**config.mk**
```make
export PLATFORM = sky130hd
export DESIGN_NAME = kmeans_centroid_update
export DESIGN_NICKNAME = d
export VERILOG_FILES = /design/src/rtl/kmeans_centroid_update.sv
export SDC_FILE = /design/constraint.sdc
export NUM_CORES = 1
export LEC_CHECK = 0
export ABC_AREA = 1
export CORE_MARGIN = 2
export CORE_UTILIZATION = 63
export DETAILED_ROUTE_END_ITERATION = 16
export PLACE_DENSITY_LB_ADDON = 0.25
export RECOVER_POWER = 50
export SYNTH_ARGS = -nofsm -noshare
export SYNTH_HDL_FRONTEND = slang
export SYNTH_SLANG_ARGS = --single-unit
```
**constraint.sdc**
```tcl
create_clock -name clk -period 5.31 [get_ports clk]
set_clock_uncertainty 0.1 [all_clocks]
set_input_delay 0.7965 -clock clk [delete_from_list [all_inputs] [get_ports clk]]
set_output_delay 0.7965 -clock clk [all_outputs]
set_load 0.02 [all_outputs]
```
**src/rtl/kmeans_centroid_update.sv**
```systemverilog
// Per-cluster sum/count accumulation over an epoch, then sequential restoring division
// to produce new centroids, written back one cluster at a time.
module kmeans_centroid_update #(
    parameter int                 K       = 3,
    parameter int                 DATA_W  = 16,
    parameter int                 CNT_W   = 16,
    parameter logic [DATA_W-1:0]  INIT_X0 = 16'h0200,
    parameter logic [DATA_W-1:0]  INIT_Y0 = 16'h0200,
    parameter logic [DATA_W-1:0]  INIT_X1 = 16'h0600,
    parameter logic [DATA_W-1:0]  INIT_Y1 = 16'h0600,
    parameter logic [DATA_W-1:0]  INIT_X2 = 16'h0180,
    parameter logic [DATA_W-1:0]  INIT_Y2 = 16'h0800,
    parameter logic [DATA_W-1:0]  INIT_X3 = 16'h0000,
    parameter logic [DATA_W-1:0]  INIT_Y3 = 16'h0000
) (
    input  logic              clk,
    input  logic              rst,
    input  logic [DATA_W-1:0] point_x,
    input  logic [DATA_W-1:0] point_y,
    input  logic [1:0]        point_cluster,
    input  logic              point_valid,
    input  logic              epoch_end,
    output logic              busy,
    output logic              point_lost,
    output logic              cent_wr_valid,
    output logic [1:0]        cent_idx,
    output logic [DATA_W-1:0] cent_x,
    output logic [DATA_W-1:0] cent_y,
    output logic              done
);

    localparam int                SUM_W    = DATA_W + CNT_W;
    localparam int                BIT_W    = $clog2(SUM_W);
    localparam logic [2:0]        K_NUM    = 3'(K);
    localparam logic [1:0]        K_LAST   = 2'(K - 1);
    localparam logic [BIT_W-1:0]  BIT_LAST = BIT_W'(SUM_W - 1);
    localparam logic [CNT_W-1:0]  CNT_MAX  = {CNT_W{1'b1}};

    typedef enum logic [2:0] {
        S_ACCUM,
        S_DIV_X,
        S_DIV_Y,
        S_WRITE,
        S_DONE
    } state_t;

    function automatic logic [DATA_W-1:0] init_x(input int i);
        case (i)
            0:       return INIT_X0;
            1:       return INIT_X1;
            2:       return INIT_X2;
            default: return INIT_X3;
        endcase
    endfunction

    function automatic logic [DATA_W-1:0] init_y(input int i);
        case (i)
            0:       return INIT_Y0;
            1:       return INIT_Y1;
            2:       return INIT_Y2;
            default: return INIT_Y3;
        endcase
    endfunction

    state_t             state_q, state_d;
    logic [1:0]         k_q, k_d;
    logic [SUM_W-1:0]   sum_x_q [4];
    logic [SUM_W-1:0]   sum_x_d [4];
    logic [SUM_W-1:0]   sum_y_q [4];
    logic [SUM_W-1:0]   sum_y_d [4];
    logic [CNT_W-1:0]   cnt_q [4];
    logic [CNT_W-1:0]   cnt_d [4];
    logic [DATA_W-1:0]  ctr_x_q [4];
    logic [DATA_W-1:0]  ctr_x_d [4];
    logic [DATA_W-1:0]  ctr_y_q [4];
    logic [DATA_W-1:0]  ctr_y_d [4];

    logic [CNT_W-1:0]   rem_q, rem_d;
    logic [SUM_W-1:0]   dq_q, dq_d;
    logic [BIT_W-1:0]   bit_q, bit_d;
    logic [DATA_W-1:0]  new_x_q, new_x_d;
    logic [DATA_W-1:0]  new_y_q, new_y_d;

    logic               point_lost_q, point_lost_d;
    logic               cent_wr_valid_q, cent_wr_valid_d;
    logic [1:0]         cent_idx_q, cent_idx_d;
    logic [DATA_W-1:0]  cent_x_q, cent_x_d;
    logic [DATA_W-1:0]  cent_y_q, cent_y_d;
    logic               done_q, done_d;

    // One restoring-division step: shift in the next dividend bit, subtract if it fits.
    logic [CNT_W:0]     trial;
    logic [CNT_W:0]     diff;
    logic               q_bit;
    logic [CNT_W-1:0]   rem_step;
    logic [SUM_W-1:0]   dq_step;

    logic [1:0]         k_nx;
    logic [DATA_W-1:0]  wr_x;
    logic [DATA_W-1:0]  wr_y;

    always_comb begin
        trial    = {rem_q, dq_q[SUM_W-1]};
        diff     = trial - {1'b0, cnt_q[k_q]};
        q_bit    = (trial >= {1'b0, cnt_q[k_q]});
        rem_step = q_bit ? diff[CNT_W-1:0] : trial[CNT_W-1:0];
        dq_step  = {dq_q[SUM_W-2:0], q_bit};
    end

    always_comb begin
        state_d         = state_q;
        k_d             = k_q;
        sum_x_d         = sum_x_q;
        sum_y_d         = sum_y_q;
        cnt_d           = cnt_q;
        ctr_x_d         = ctr_x_q;
        ctr_y_d         = ctr_y_q;
        rem_d           = rem_q;
        dq_d            = dq_q;
        bit_d           = bit_q;
        new_x_d         = new_x_q;
        new_y_d         = new_y_q;
        cent_wr_valid_d = 1'b0;
        cent_idx_d      = cent_idx_q;
        cent_x_d        = cent_x_q;
        cent_y_d        = cent_y_q;
        done_d          = 1'b0;
        point_lost_d    = point_valid && (state_q != S_ACCUM);
        k_nx            = k_q + 2'd1;
        wr_x            = (cnt_q[k_q] != '0) ? new_x_q : ctr_x_q[k_q];
        wr_y            = (cnt_q[k_q] != '0) ? new_y_q : ctr_y_q[k_q];

        case (state_q)
            S_ACCUM: begin
                if (point_valid && ({1'b0, point_cluster} < K_NUM) &&
                    (cnt_q[point_cluster] != CNT_MAX)) begin
                    sum_x_d[point_cluster] = sum_x_q[point_cluster] + SUM_W'(point_x);
                    sum_y_d[point_cluster] = sum_y_q[point_cluster] + SUM_W'(point_y);
                    cnt_d[point_cluster]   = cnt_q[point_cluster] + CNT_W'(1);
                end
                // Divider loads from the _d sums so a same-cycle point is included.
                if (epoch_end) begin
                    k_d = 2'd0;
                    if (cnt_d[0] == '0) begin
                        state_d = S_WRITE;
                    end else begin
                        state_d = S_DIV_X;
                        dq_d    = sum_x_d[0];
                        rem_d   = '0;
                        bit_d   = '0;
                    end
                end
            end
            S_DIV_X: begin
                rem_d = rem_step;
                dq_d  = dq_step;
                bit_d = bit_q + BIT_W'(1);
                if (bit_q == BIT_LAST) begin
                    new_x_d = dq_step[DATA_W-1:0];
                    state_d = S_DIV_Y;
                    dq_d    = sum_y_q[k_q];
                    rem_d   = '0;
                    bit_d   = '0;
                end
            end
            S_DIV_Y: begin
                rem_d = rem_step;
                dq_d  = dq_step;
                bit_d = bit_q + BIT_W'(1);
                if (bit_q == BIT_LAST) begin
                    new_y_d = dq_step[DATA_W-1:0];
                    state_d = S_WRITE;
                end
            end
            S_WRITE: begin
                ctr_x_d[k_q]    = wr_x;
                ctr_y_d[k_q]    = wr_y;
                cent_wr_valid_d = 1'b1;
                cent_idx_d      = k_q;
                cent_x_d        = wr_x;
                cent_y_d        = wr_y;
                if (k_q == K_LAST) begin
                    state_d = S_DONE;
                end else begin
                    k_d = k_nx;
                    if (cnt_q[k_nx] == '0) begin
                        state_d = S_WRITE;
                    end else begin
                        state_d = S_DIV_X;
                        dq_d    = sum_x_q[k_nx];
                        rem_d   = '0;
                        bit_d   = '0;
                    end
                end
            end
            S_DONE: begin
                done_d = 1'b1;
                for (int i = 0; i < 4; i++) begin
                    sum_x_d[i] = '0;
                    sum_y_d[i] = '0;
                    cnt_d[i]   = '0;
                end
                state_d = S_ACCUM;
            end
            default: state_d = S_ACCUM;
        endcase
    end

    always_ff @(posedge clk) begin
        if (rst) begin
            state_q         <= S_ACCUM;
            k_q             <= '0;
            rem_q           <= '0;
            dq_q            <= '0;
            bit_q           <= '0;
            new_x_q         <= '0;
            new_y_q         <= '0;
            point_lost_q    <= 1'b0;
            cent_wr_valid_q <= 1'b0;
            cent_idx_q      <= '0;
            cent_x_q        <= '0;
            cent_y_q        <= '0;
            done_q          <= 1'b0;
            for (int i = 0; i < 4; i++) begin
                sum_x_q[i] <= '0;
                sum_y_q[i] <= '0;
                cnt_q[i]   <= '0;
                ctr_x_q[i] <= init_x(i);
                ctr_y_q[i] <= init_y(i);
            end
        end else begin
            state_q         <= state_d;
            k_q             <= k_d;
            rem_q           <= rem_d;
            dq_q            <= dq_d;
            bit_q           <= bit_d;
            new_x_q         <= new_x_d;
            new_y_q         <= new_y_d;
            point_lost_q    <= point_lost_d;
            cent_wr_valid_q <= cent_wr_valid_d;
            cent_idx_q      <= cent_idx_d;
            cent_x_q        <= cent_x_d;
            cent_y_q        <= cent_y_d;
            done_q          <= done_d;
            sum_x_q         <= sum_x_d;
            sum_y_q         <= sum_y_d;
            cnt_q           <= cnt_d;
            ctr_x_q         <= ctr_x_d;
            ctr_y_q         <= ctr_y_d;
        end
    end

    assign busy          = (state_q != S_ACCUM);
    assign point_lost    = point_lost_q;
    assign cent_wr_valid = cent_wr_valid_q;
    assign cent_idx      = cent_idx_q;
    assign cent_x        = cent_x_q;
    assign cent_y        = cent_y_q;
    assign done          = done_q;

endmodule

```
# == Word level (Yosys, flattened, before mapping) ==
# Index checks and enable logic that the tools add are counted.
# classes
add_sub_neg,6
n_mul,0
n_div,0
n_lt_le_gt_ge,7
eq_ne,14
shifts,0
n_mux,78
n_bitwise,3
reduce_logical,19
# ops
cell,n
$pmux 128 s2,2
$mux 32,14
$mux 16,20
$bmux 32 s2,4
$bwmux 128,2
$mux 128,2
$bwmux 64,3
$bmux 16 s2,5
$mux 64,2
$pmux 32 s4,1
$pmux 64 s2,1
$add 32x16->32,2
$demux 16 s2,2
$demux 32 s2,1
$pmux 16 s4,1
$logic_not 16->1,2
$mux 5,5
$pmux 5 s4,1
$ge 17x16->1,1
$add 16x1->16 const B,1
$ne 16x16->1 const B,1
$reduce_bool 16->1,1
$sub 16x16->16,1
$ne 2x2->1 const B,7
other kinds (24),45
# word_totals
register_bits,575
latch_bits,0
ramBits,0
rom_bits,0
out_inout_bits,38
word_cells,160
mem_count,0

# == Depth between registers and ports, before layout ==
# logic_depth
ltp_word,12
ltp_mapped,29
depth_no_buf,24

# == Worst setup path after synthesis ==
# No wires, ideal clock.
# synth_path
path_kind,input to register
startpoint,in point_cluster[1]
endpoint,reg dq_q[26]
setup_time_ns,0.113
arrival_time_ns,4.226
slack_ns,0.871
stages,27
cell_sequence,buf_4 > buf_4 > buf_6 > nor2_2 > buf_2 > buf_1 > clkbuf_1 > a22oi_1 > o211ai_1 > ha_1 > fa_1 > nand2_1 > a21oi_1 > nand4_1 > nand2_1 > nand2_1 > nand2_1 > nand3_1 > inv_1 > nand3_1 > nand2_1 > nand2_1 > nand3_1 > nand2_1 > nand3b_1 > nand2_1 > nor2_1
# synth_between
elab_chain_len,11
# synth_lines
item,line_no,source
start: declaration,20,"input logic [1:0] point_cluster,"
$not 2->3 (implied by the code),"136, 137, 139",
"$bmux 16 s2, or another cell as far along","136, 139",
$mux 16 (implied by the code) / $logic_and 1x1->1 (equally long branches),"136, 139, 137",
$mux 16 (on tied branches),"136, 139",
"$add 16x1->16, or another cell as far along",139,cnt_d[point_cluster] = cnt_q[point_cluster] + CNT_W'(1);
$bwmux 64 / $logic_and 1x1->1 (equally long branches),"139, 135",
$mux 64,135,"if (point_valid && ({1'b0, point_cluster} < K_NUM) &&"
$mux 64,133,case (state_q)
$logic_not 16->1,144,if (cnt_d[0] == '0) begin
$ne 2x2->1 (no line),-,
$reduce_and 5->1 (no line),-,
end signal: assignment,235,dq_q <= dq_d;
end: declaration,79,"logic [SUM_W-1:0] dq_q, dq_d;"
# Parallel ways exist; a longest one is shown, timed or not. The select of a mux whose other input is x is not followed.
# A chain may end at the register's enable or synchronous reset.

# == Worst setup path after layout ==
# layout_path
startpoint,reg state_q[0]
endpoint,reg cnt_q[1] in the netlist's numbering
# layout_between
elab_chain_len,3
# layout_lines
item,line_no,source
start: declaration,65,"state_t state_q, state_d;"
start signal: assignment,232,state_q <= state_d;
$logic_not 3->1 / $eq 3x3->1 (equally long branches),133,
$ne 2x2->1 (no line) / $reduce_bool 2->1 (equally long branches),-,
$reduce_and 2->1 (no line),-,
end signal: assignment,247,cnt_q <= cnt_d;
end: declaration,71,logic [CNT_W-1:0] cnt_q [4];
# Parallel ways exist; a longest one is shown, timed or not.

==> flow_summary.yaml <==
synth:
  yosys_warnings: 0
  ys_seq_area_share_pct: 37.0
  synth_flop_cell: "dfxtp_1"
  synth_area_um2: 31100
  yosys-top-cells-area: "dfxtp_1 37%, nand2_1 15%, a21oi_1 9.8%"
  synth_top_area_cell: "dfxtp_1"
  async_flop_share_pct: 0
  synth_edf_count: 0
  synth_cell_type_count: 58
  ys_ff_latch: 575
  syn-mean-instance-area_um2: 6.57
  synth_top_area_share_pct: 37.0
  syn_inst: 4741
  synth_nets: 4837
clock_network:
  ctsResizeCount: 0
  postCtsSetupRepairBufs: 0
  clock-sinks: 575
  tritoncts: "done"
  postCtsHoldBufs: 0
  path_clk_slew_ns: 0.06
  cts_root_buf: "clkbuf_16"
  clockBufferDepth: 3
  clk_latency_ns: 0.66
  cts_buffers: 60
  htree_levels: 2
cells_and_area:
  syn_to_final_growth_pct: 9.49
  final_common_cell: "nand2_1"
  final_cell_mix: "1210 x nand2_1, 610 x a21oi_1, 573 x dfxtp_1"
  drive_gt1_share_pct: 5.06
  final_net_count: 4731
grt:
  grt_pass1_vias: 29200
  track_usage_pct: 37.7
  grt_pass1_wl_um: 154000
  grt_max_degree: 180
  overflow: 0
  antenna_found_initial: 1
status:
  status: "finished with violations"
  violations: "capacitance limit, slew limit"
drt:
  drt-pass1-iter-count: 8
  viasPerCell: 5.98
  via_count: 32000
  postRouteAntennaNets: 0
  drc_errors: 0
  dr.first_iter.drc_count: 4050
  post_drt_wl_per_cell_um: 18.4
  finalWirelength_um: 98500
critical_path:
  crit_top_cell: "nor2_1"
  crit_path_start: "state_q[0]$_SDFFE_PP0P_"
  cp_slowest_cell: "clkbuf_1"
  critPathArrivalTime_ns: 5.38
  r2r_start: "state_q[0]$_SDFFE_PP0P_"
  path_delay_family: "buffers and inverters"
  crit_path_start_kind: "flop"
  cpPeakStageDelay_ns: 1.57
  worstSetupPathType: "flop to flop"
  cp_num_buf_inv: 5
  cp.required_ns: 5.78
  cp_max_fo: 36
  end_kind: "flop"
  cp_cell_sequence: "nor2_1 -> buf_4 -> inv_1 -> clkbuf_1 -> nor2_1 -> nor2_1 -> inv_1 -> clkbuf_2 -> nor2_1"
worst_hold_path:
  min_from: "new_y_q[15]$_SDFFE_PP0P_"
  holdCritPathClass: "flop to flop"
floorplanning:
  fp.dieW_um: 226
  core_area_um2: 48800
  die_y_um: 226
  start_util_pct: 63.7
  row_count: 81
  dieArea_um2: 51200
  design.portCount: 76
place:
  dp_hpwl_um: 61900
  place_ws_ns: 0.441
  io_buffer_count: 75
  gp_congestion: 0.983
power:
  power_leakage_nw: 13.9
  vdd_ir_drop_max_uv: 312
  swShare_pct: 36.0
  sequentialPowerShare_pct: 38.4
  cellPowerDensity_nw_per_um2: 375
  clkPwrFrac_pct: 34.4
  p_comb_share_pct: 27.2
  switching_power_mw: 4.60
  intPower_mw: 8.18
timing:
  worstMarginPinSlew_ns: 2.60
  period_minus_slack_ns: 4.91
  max-slew-margin-rel_pct: -73.2
  tns_ns: 0
  setup_ws_ns: 0.399
  setup_violations: 0
  rsz0062_at_grt: "no"
  max_freq_mhz: 204
  report.final.hold_viol_count: 0
  slew_viol_final: 242
  holdWs_ns: 0.347
  fin_crit_sh_pct: 92.5
flow_run:
  max_cap_viol_count: 5
## layout make-up
cell class,count,area (um^2)
inverter,505,1910
clock buffer,87,1710
fill,4260,14800
timing repair buffer,144,1330
sequential,575,11500
antenna,2,5.00
clock inverter,20,337
multi-input combinational,3349,16400
tap,664,831
## routing by layer
metal	GRT usage, %	vias to the layer above	share of wire (%)
met5	0	-	0.058
met4	22.2	2	6.0
met1	47.9	14500	39
met3	6.91	357	11
met2	60.0	1789	44
li1	-	15400	-
## metrics by stage
stage | power [mW] | cells | area [um^2] | utilization, %
after floorplan | 7.27 | 4741 | 31100 | -
after global placement | 8.29 | 5237 | 32100 | 65.6
after detailed placement | 8.35 | 5237 | 32100 | 65.6
after CTS | 12.7 | 5344 | 34100 | 69.8
after global routing | 13.3 | 5344 | 34100 | 69.8
final | 12.8 | 5346 | 34100 | 69.8
## cell usage after synthesis, drive strengths merged (6+ instances only)
master	n
clkbuf	218
ha	55
nand3b	24
nand3	161
nand2	1229
buf	94
inv	504
a22oi	55
dfxtp	575
o21ai	544
o211ai	48
or2	11
and2	7
o22ai	15
a21oi	620
xnor2	22
a221oi	42
nor3	21
nand4	28
o21bai	6
nor4	14
xor2	40
nor2	356
## registers in the layout, indices dropped and copies added (netlist names), 32 cells and up
signal and flops:
cnt_q 64, ctr_x_q 64, ctr_y_q 64, dq_q 32, sum_x_q 128, sum_y_q 128
## power groups by stage
stage / clock, mW / combinational (mW) / sequential, mW
2_1_floorplan: 0 / 2.44 / 4.83
3_3_place_gp: 0 / 3.32 / 4.97
3_5_place_dp: 0 / 3.37 / 4.98
4_1_cts: 4.42 / 3.40 / 4.89
5_1_grt: 4.60 / 3.76 / 4.92
6_report: 4.39 / 3.48 / 4.91
## worst register-to-register path: cells and delay by family (launching register included)
family,cells,cell delay (ns)
DFF,1,0.37
and+or+nand+nor,4,0.96
buffers and inverters,5,3.41
## path summary, 6_finish.rpt
kind | end | slack (ns) | cells past startpoint
hold / removal | new_y_q[15]$_SDFFE_PP0P_ | 0.35 | 2
hold reg to reg | new_y_q[15]$_SDFFE_PP0P_ | 0.35 | 2
setup / recovery | cnt_q[1]$_SDFFE_PP0P_ | 0.40 | 9
setup reg to reg | cnt_q[1]$_SDFFE_PP0P_ | 0.40 | 9
## cells by family (layout without fill, tap and decap cells)
logic type	Yosys count	after routing	share of synthesized area (%)
AO/OA/AOI/OAI	1375	1375	24.2
XOR/XNOR	62	62	1.74
adder cells (fa/ha/maj)	58	58	2.40
buffers and inverters	817	756	10.3
flip-flops	575	575	37.0
other	0	2	0
AND/OR/NAND/NOR	1854	1854	24.3
No activity file was read; power rests on OpenSTA's default activity.
